--- src/rtl/mux_rr_arbiter_pkg.sv ---
// mux_rr_arbiter_pkg: shared state encoding, sizes and grant helper for the arbiter
package mux_rr_arbiter_pkg;
   localparam int NREQ  = 4;
   localparam int SEL_W = 2;
   typedef enum logic {ST_IDLE = 1'b0, ST_GRANT = 1'b1} state_t;
   function automatic logic [NREQ-1:0] onehot(input logic [SEL_W-1:0] idx);
      return NREQ'(1) << idx;
   endfunction
endpackage

--- src/rtl/mux_rr_arbiter_rr_pick.sv ---
// mux_rr_arbiter_rr_pick: combinational round-robin pick starting just after ptr
module mux_rr_arbiter_rr_pick
   import mux_rr_arbiter_pkg::*;
(
   input  logic [NREQ-1:0]  req,
   input  logic [SEL_W-1:0] ptr,
   input  logic [NREQ-1:0]  mask,
   output logic             hit,
   output logic [SEL_W-1:0] idx
);
   logic [NREQ-1:0]  w_m;
   logic [NREQ-1:0]  w_rot;
   logic [SEL_W-1:0] w_enc;
   assign w_m = req & mask;
   // rotate so ptr+1 lands at bit 0, take the lowest set bit, rotate the index back
   always_comb begin
      w_rot = '0;
      w_enc = '0;
      hit   = |w_m;
      for (int i = 0; i < NREQ; i++) w_rot[i] = w_m[SEL_W'(ptr + SEL_W'(i) + 1'b1)];
      for (int i = NREQ - 1; i >= 0; i--) if (w_rot[i]) w_enc = SEL_W'(i);
      idx = SEL_W'(w_enc + ptr + 1'b1);
   end
endmodule

--- src/rtl/mux_rr_arbiter.sv ---
// mux_rr_arbiter: round-robin owner of a shared 4:1 selector; optional ARB_TIMEOUT_EN pre-emption
module mux_rr_arbiter
   import mux_rr_arbiter_pkg::*;
#(
   parameter int DATA_W  = 1,
   parameter int TIMEOUT = 16
) (
   input  logic                   clk,
   input  logic                   rst_n,
   input  logic [NREQ-1:0]        req,
   input  logic [NREQ*DATA_W-1:0] W,
   output logic [NREQ-1:0]        gnt,
   output logic [SEL_W-1:0]       sel,
   output logic                   valid,
   output logic [DATA_W-1:0]      f
);
   state_t           r_state, w_state_nx;
   logic [NREQ-1:0]  r_gnt, w_gnt_nx;
   logic [SEL_W-1:0] r_sel, w_sel_nx;
   logic [SEL_W-1:0] r_ptr, w_ptr_nx;
   logic             w_hit, w_take, w_tmo;
   logic [SEL_W-1:0] w_idx;
   logic [DATA_W-1:0] w_words [NREQ];
   logic [DATA_W-1:0] w_f;

   // the current owner is masked out so a pre-emption never re-picks it
   mux_rr_arbiter_rr_pick u_pick (
      .req  (req),
      .ptr  (r_ptr),
      .mask (~r_gnt),
      .hit  (w_hit),
      .idx  (w_idx)
   );

`ifdef ARB_TIMEOUT_EN
   localparam int CNT_W = $clog2(TIMEOUT);
   logic [CNT_W-1:0] r_cnt;
   assign w_tmo = r_cnt == CNT_W'(TIMEOUT - 1);
   // tenure counter: clears on every new grant, saturates while nobody else waits
   always_ff @(posedge clk or negedge rst_n)
      if (!rst_n) r_cnt <= '0;
      else r_cnt <= (w_take || r_state == ST_IDLE) ? '0 : (w_tmo ? r_cnt : r_cnt + 1'b1);
`else
   assign w_tmo = 1'b0;
`endif

   // next grant: new pick from idle, on release, or on tenure expiry
   always_comb begin
      w_state_nx = r_state;
      w_gnt_nx   = r_gnt;
      w_sel_nx   = r_sel;
      w_ptr_nx   = r_ptr;
      w_take     = 1'b0;
      if (r_state == ST_IDLE) w_take = w_hit;
      else if (!req[r_sel]) begin
         w_take = w_hit;
         if (!w_hit) begin
            w_state_nx = ST_IDLE;
            w_gnt_nx   = '0;
         end
      end else w_take = w_tmo & w_hit;
      if (w_take) begin
         w_state_nx = ST_GRANT;
         w_gnt_nx   = onehot(w_idx);
         w_sel_nx   = w_idx;
         w_ptr_nx   = w_idx;
      end
   end

   // state and grant registers; ptr=3 on reset so the first search starts at 0
   always_ff @(posedge clk or negedge rst_n)
      if (!rst_n) begin
         r_state <= ST_IDLE;
         r_gnt   <= '0;
         r_sel   <= '0;
         r_ptr   <= SEL_W'(NREQ - 1);
      end else begin
         r_state <= w_state_nx;
         r_gnt   <= w_gnt_nx;
         r_sel   <= w_sel_nx;
         r_ptr   <= w_ptr_nx;
      end

   for (genvar i = 0; i < NREQ; i++) begin : g_word
      assign w_words[i] = W[i*DATA_W +: DATA_W];
   end
   for (genvar b = 0; b < DATA_W; b++) begin : g_bit
      assign w_f[b] = w_words[r_sel][b];
   end

   assign gnt   = r_gnt;
   assign sel   = r_sel;
   assign valid = |r_gnt;
   assign f     = valid ? w_f : '0;
endmodule

--- config.mk ---
export PLATFORM = sky130hd
export DESIGN_NAME = mux_rr_arbiter
export DESIGN_NICKNAME = d
export VERILOG_FILES = /design/src/rtl/mux_rr_arbiter_pkg.sv /design/src/rtl/mux_rr_arbiter_rr_pick.sv /design/src/rtl/mux_rr_arbiter.sv
export SDC_FILE = /design/constraint.sdc
export NUM_CORES = 1
export LEC_CHECK = 0
export CAP_MARGIN = 20
export CORE_UTILIZATION = 44
export DETAILED_ROUTE_END_ITERATION = 16
export GPL_ROUTABILITY_DRIVEN = 0
export PLACE_DENSITY = 0.74
export SYNTH_ARGS = -nofsm -noshare
export SYNTH_HDL_FRONTEND = slang
export SYNTH_SLANG_ARGS = --single-unit
--- constraint.sdc ---
create_clock -name clk -period 2.1 [get_ports clk]
set_input_delay 0.63 -clock clk [delete_from_list [all_inputs] [get_ports clk]]
set_output_delay 0.63 -clock clk [all_outputs]
set_load 0.1 [all_outputs]
**Yosys cells after proc, flatten, opt, wreduce, memory -nomap -nowiden**

Cells that the tools add are included.
Widths: inputs -> output; s select.

- Flip-flop bits (word level): 9
- Bits of input ports: 10
- Output and inout port bits: 8
- Logic and storage cells: 56

- $add $sub $neg: 8
- Magnitude comparators: 6
- Equality and inequality tests: 2
- Shift-type cells: 1
- Mux-type cells: 28
- Bitwise gates (word level): 3
- Reduce and logical (&&, ||, !) cells: 4

Operators by type and width:

| operator | count |
|---|---|
| $mux 4 | 4 |
| $lt 2x3->1 const B | 5 |
| $mux 1 | 14 |
| $bmux 1 s2 | 6 |
| $add 2x1->2 const B | 5 |
| $mux 2 | 4 |
| $reduce_or 4->1 | 2 |
| $add 2x2->2 const B | 2 |
| $and 4x4->4 | 1 |
| $not 4->4 | 1 |
| $shl 1x2->4 const A | 1 |
| $ge 3x3->1 const B | 1 |
| $not 2->3 | 1 |
| $reduce_and 3->1 | 1 |
| $add 2x2->2 | 1 |
| $ne 2x1->1 const B | 1 |
| $ne 2x2->1 const B | 1 |
| $reduce_bool 2->1 | 1 |

**Longest topological paths before layout**

Gate-level depths: netlist (run 1).

- Depth in word-level cells: 12
- Mapped depth: 10
- Mapped depth without buffers: 9

**Hierarchy**

Synthesis (run 1) repeated with hierarchy kept, for this count alone.

- Cell total of the unflattened synthesis: 71
- Area, all modules: 674.4 um2

By module, submodules not included:

| module | instances | cells an instance | area each (um2) | seq. area each (um2) |
|---|---|---|---|---|
| mux_rr_arbiter | 1 | 43 | 491.7 | 227.7 |
| mux_rr_arbiter_rr_pick | 1 | 28 | 182.7 | 0.0 |

**Worst setup path before layout (run 1)**

No wires, ideal clock.

- Path kind: register to output
- Start point: reg r_gnt[3], in the netlist gnt[3]
- End point: out f
- Data arrival time: 2.662 ns
- Slack: -1.192 ns
- Cell stages (with the launch flop): 3
- Cells stage by stage: dfrtp_1 -> or4_1 -> and2_1

- Longest elaborated chain between the ends: 2

RTL lines:

| what | line | RTL |
|---|---|---|
| start: declaration | mux_rr_arbiter.sv:18 | `logic [NREQ-1:0] r_gnt, w_gnt_nx;` |
| start signal: assignment | mux_rr_arbiter.sv:79 | `r_gnt <= w_gnt_nx;` |
| $reduce_or 4->1 | mux_rr_arbiter.sv:93 | `assign valid = \|r_gnt;` |
| via valid | mux_rr_arbiter.sv:14 | `output logic valid,` |
| $mux 1 | mux_rr_arbiter.sv:94 | `assign f = valid ? w_f : '0;` |
| end: declaration | mux_rr_arbiter.sv:15 | `output logic [DATA_W-1:0] f` |

The timed path passes the listed nets, and every way through them passes these cells.

**Final worst setup path (run 1)**

- Start point: in W[2]
- End point: out f

- Longest elaborated chain between the ends: 4

RTL lines:

| what | line | RTL |
|---|---|---|
| start: declaration | mux_rr_arbiter.sv:11 | `input logic [NREQ*DATA_W-1:0] W,` |
| $bmux 1 s2 | mux_rr_arbiter.sv:88 | `assign w_f[b] = w_words[r_sel][b];` |
| $mux 1 (implied by the code) (2 in series) | mux_rr_arbiter.sv:88 |  |
| $mux 1 | mux_rr_arbiter.sv:94 |  |

Every way passes these cells. The select of a mux whose other input is x is not followed.

==> results of run 1 <==
[per-layer routing]
| metal | wire length (µm) | vias up | global-route usage |
|---|---|---|---|
| met5 | 0 | - | 0 |
| met4 | 145 | 0 | 0.1697 |
| met3 | 243 | 13 | 0.02449 |
| met2 | 1674 | 59 | 0.4735 |
| met1 | 1369 | 490 | 0.4071 |
| li1 | - | 429 | - |
[worst min path at each step]
| stage | startpoint | end | slack, ns |
|---|---|---|---|
| 2_1_floorplan | rst_n | r_state | 0.33 |
| 3_3_place_gp | gnt[0] | gnt[0] | 0.61 |
| 3_5_place_dp | gnt[0] | gnt[0] | 0.60 |
| 4_1_cts | gnt[0] | gnt[0] | 0.62 |
| 5_1_grt | gnt[0] | gnt[0] | 0.63 |
| 6_report | gnt[0] | gnt[0] | 0.63 |
[synth_stat cells, types with 3 or more instances]
| master | n | share of area |
|---|---|---|
| sky130_fd_sc_hd__nand2b_1 | 3 | 0.024 |
| sky130_fd_sc_hd__nand3_1 | 7 | 0.044 |
| sky130_fd_sc_hd__dfrtp_1 | 7 | 0.22 |
| sky130_fd_sc_hd__nand2_1 | 4 | 0.019 |
| sky130_fd_sc_hd__o211ai_1 | 5 | 0.047 |
| sky130_fd_sc_hd__nor2_1 | 6 | 0.028 |
| sky130_fd_sc_hd__a21oi_1 | 3 | 0.019 |
| sky130_fd_sc_hd__nor4_1 | 3 | 0.024 |
| sky130_fd_sc_hd__nand4_1 | 3 | 0.024 |
[kinds of logic (layout without fill, tap and decap cells)]
group,after synthesis,count (layout),share of synthesized area
AOI/OAI and AO/OA,24,24,0.2524
xor gates and xnor gates,1,1,0.01104
adders and majority gates,2,2,0.03154
buffers and inverters,7,54,0.04889
DFF,9,9,0.2871
muxes,3,3,0.07414
other,0,1,0
and+or+nand+nor,39,39,0.2950
[metrics by stage]
step	cells	hold WS, ns	setup WS [ns]	cell area (µm²)
6_report	157	0.6257	-0.1930	1471
4_1_cts	153	0.6167	-0.1885	1399
2_1_floorplan	85	0.3344	-0.2157	842.1
3_5_place_dp	143	0.6016	-0.6646	1252
5_1_grt	157	0.6323	-0.2191	1471
3_3_place_gp	143	0.6067	-0.6099	1252
[critical path: stages]
cell                            delay, ns
sky130_fd_sc_hd__dlygate4sd2_1       0.26
sky130_fd_sc_hd__mux4_2              0.46
sky130_fd_sc_hd__and2_4              0.16
sky130_fd_sc_hd__buf_12              0.16
[state kept, by name, summed over array words and instances, names as in the netlist]
register	cells
r_ptr	2
r_state	1
gnt	4
sel	2
[repair_timing]
action / CTS / global route
setup endpoints to repair: 10 / 8
cloned: 0 / 0
pin swaps: 8 / 5
resized for setup: 35 / 11
buffers inserted: 6 / 3
[final cells by class]
type,count,area share
Inverter,3,0.007653
Antenna cell,1,0.001701
Clock buffer,3,0.01531
Sequential cell,9,0.1658
Tap cell,24,0.02041
Multi-Input combinational cell,69,0.4558
Timing Repair Buffer,47,0.3299
Clock inverter,1,0.003401
==> impl_metrics.toml, run 1 <==
[logic_synthesis]
synth-edff-count = 0
synth_top_flop_cell = "sky130_fd_sc_hd__dfrtp_1"
syn_area_um2 = 793.3
synth.net_count = 97
async_flop_share = 1.000
postSynthRegisterBits = 9
netlist_cell_types = 42
synth_warnings = 0
syn-mean-instance-area_um2 = 9.332
post_synth_inst_count = 85
synth_sequential_area_ratio = 0.2871

[setup_path]
reg2reg_depth = 8
reg2reg_from = "gnt[3]"
worstSetupEndpoint = "f"
critPathLaunch = "W[2]"
setup.worst_path.end_class = "primary output"
worst-path-max-fanout = 2
cp.arrival_ns = 1.66
r2r_slack_ns = -0.07
regToRegEndpoint = "gnt[3]"
worst-setup-path-type = "in -> out"
critical_path_required_ns = 1.47
startpoint_type = "primary input"

[status]
outcome = "finished, violations left"
violations = "setup timing"

[sta]
layout_min_cycle_time_ns = 2.293
final_min_period_over_clock_period = 1.092
maxSlewHeadroom = 0.6192
worst_slack_ns = -0.1930
finalMaxSlewViolations = 0
final-setup-viol-count = 5
totalNegativeSetupSlack_ns = -0.5215
finClkSkew_ns = 0.002994
finalHoldViolCount = 0
actual_slew_at_the_worst_max_slew_pin_ns = 0.5653
setup_repair_after_global_routing_missed_its_margin = "yes"
achievable-frequency_ghz = 0.4361

[clock_network]
cts.sink_count = 9
clkTransAtPathRegs_ns = 0.07
clock_latency_of_the_later_clocked_register_in_the_worst_skew_pair_ns = 0.28
cts-hold-fix-buffers = 0
clock_tree.buffer_depth = 2
clock_tree.root_cell = "sky130_fd_sc_hd__clkbuf_4"
clock_tree.htree_level_count = 1
tritoncts_clock_tree = "yes"
cts-buffers-inserted = 3

[global_route]
globalRouteTotalUtil = 0.3014
grt_pass1_vias = 908
globalRoute.totalOverflow = 0
grt_start_max_net_pins = 10
wire_length_of_the_first_global_routing_pass_mm = 4.250
antenna_found_initial = 1

[floorplanning]
fp.dieArea_um2 = 1977
io_pins = 18
placementRows = 14
die_h_um = 44.46
placeable_core_area_um2 = 1594
initial_utilization = 0.4976
die-width_um = 44.46

[routing]
remaining_drc_errors = 0
routed-via-count = 991
drt-pass1-iter-count = 4
routed_wl_mm = 3.432
antenna_viol_nets_final = 0
dr.first_iter.drc_count = 38
route.detailed.vias_per_inst = 6.312
routed_wire_length_per_instance_um = 21.86

[hold_path]
hold_path.class = "reg -> reg"
cell_depth_of_the_worst_min_delay_path = 1

[flow_run]
max_capacitance_violation_count = 0

[place]
dp.final_hpwl_mm = 1.909
io_buffers = 17

[finish]
multiInputGateArea_um2 = 670.6
post-route-util = 0.9231
final_net_count = 145
layout.filler_cells = 57
final_common_cell = "sky130_fd_sc_hd__buf_4"
share_of_post_route_cells_with_drive_strength_above_1 = 0.6364
layout-area-overhead-vs-synth_pct = 85.49
layout_common_cells = "sky130_fd_sc_hd__buf_4, sky130_fd_sc_hd__buf_12, sky130_fd_sc_hd__nor2_1, sky130_fd_sc_hd__o211ai_1"
register_area_um2 = 244.0
Power of run 1 is not shown: default switching activity piles up to over one toggle a cycle in this logic, so the estimate is an artifact.
==> run 2, diff against run 1 <==
HOLD_SLACK_MARGIN = 0.06   (was not set)
==> results of run 2 <==
Same layout as run 1: the final DEF is identical, and so are final timing and power.
Power of run 2 is left out for the same reason.
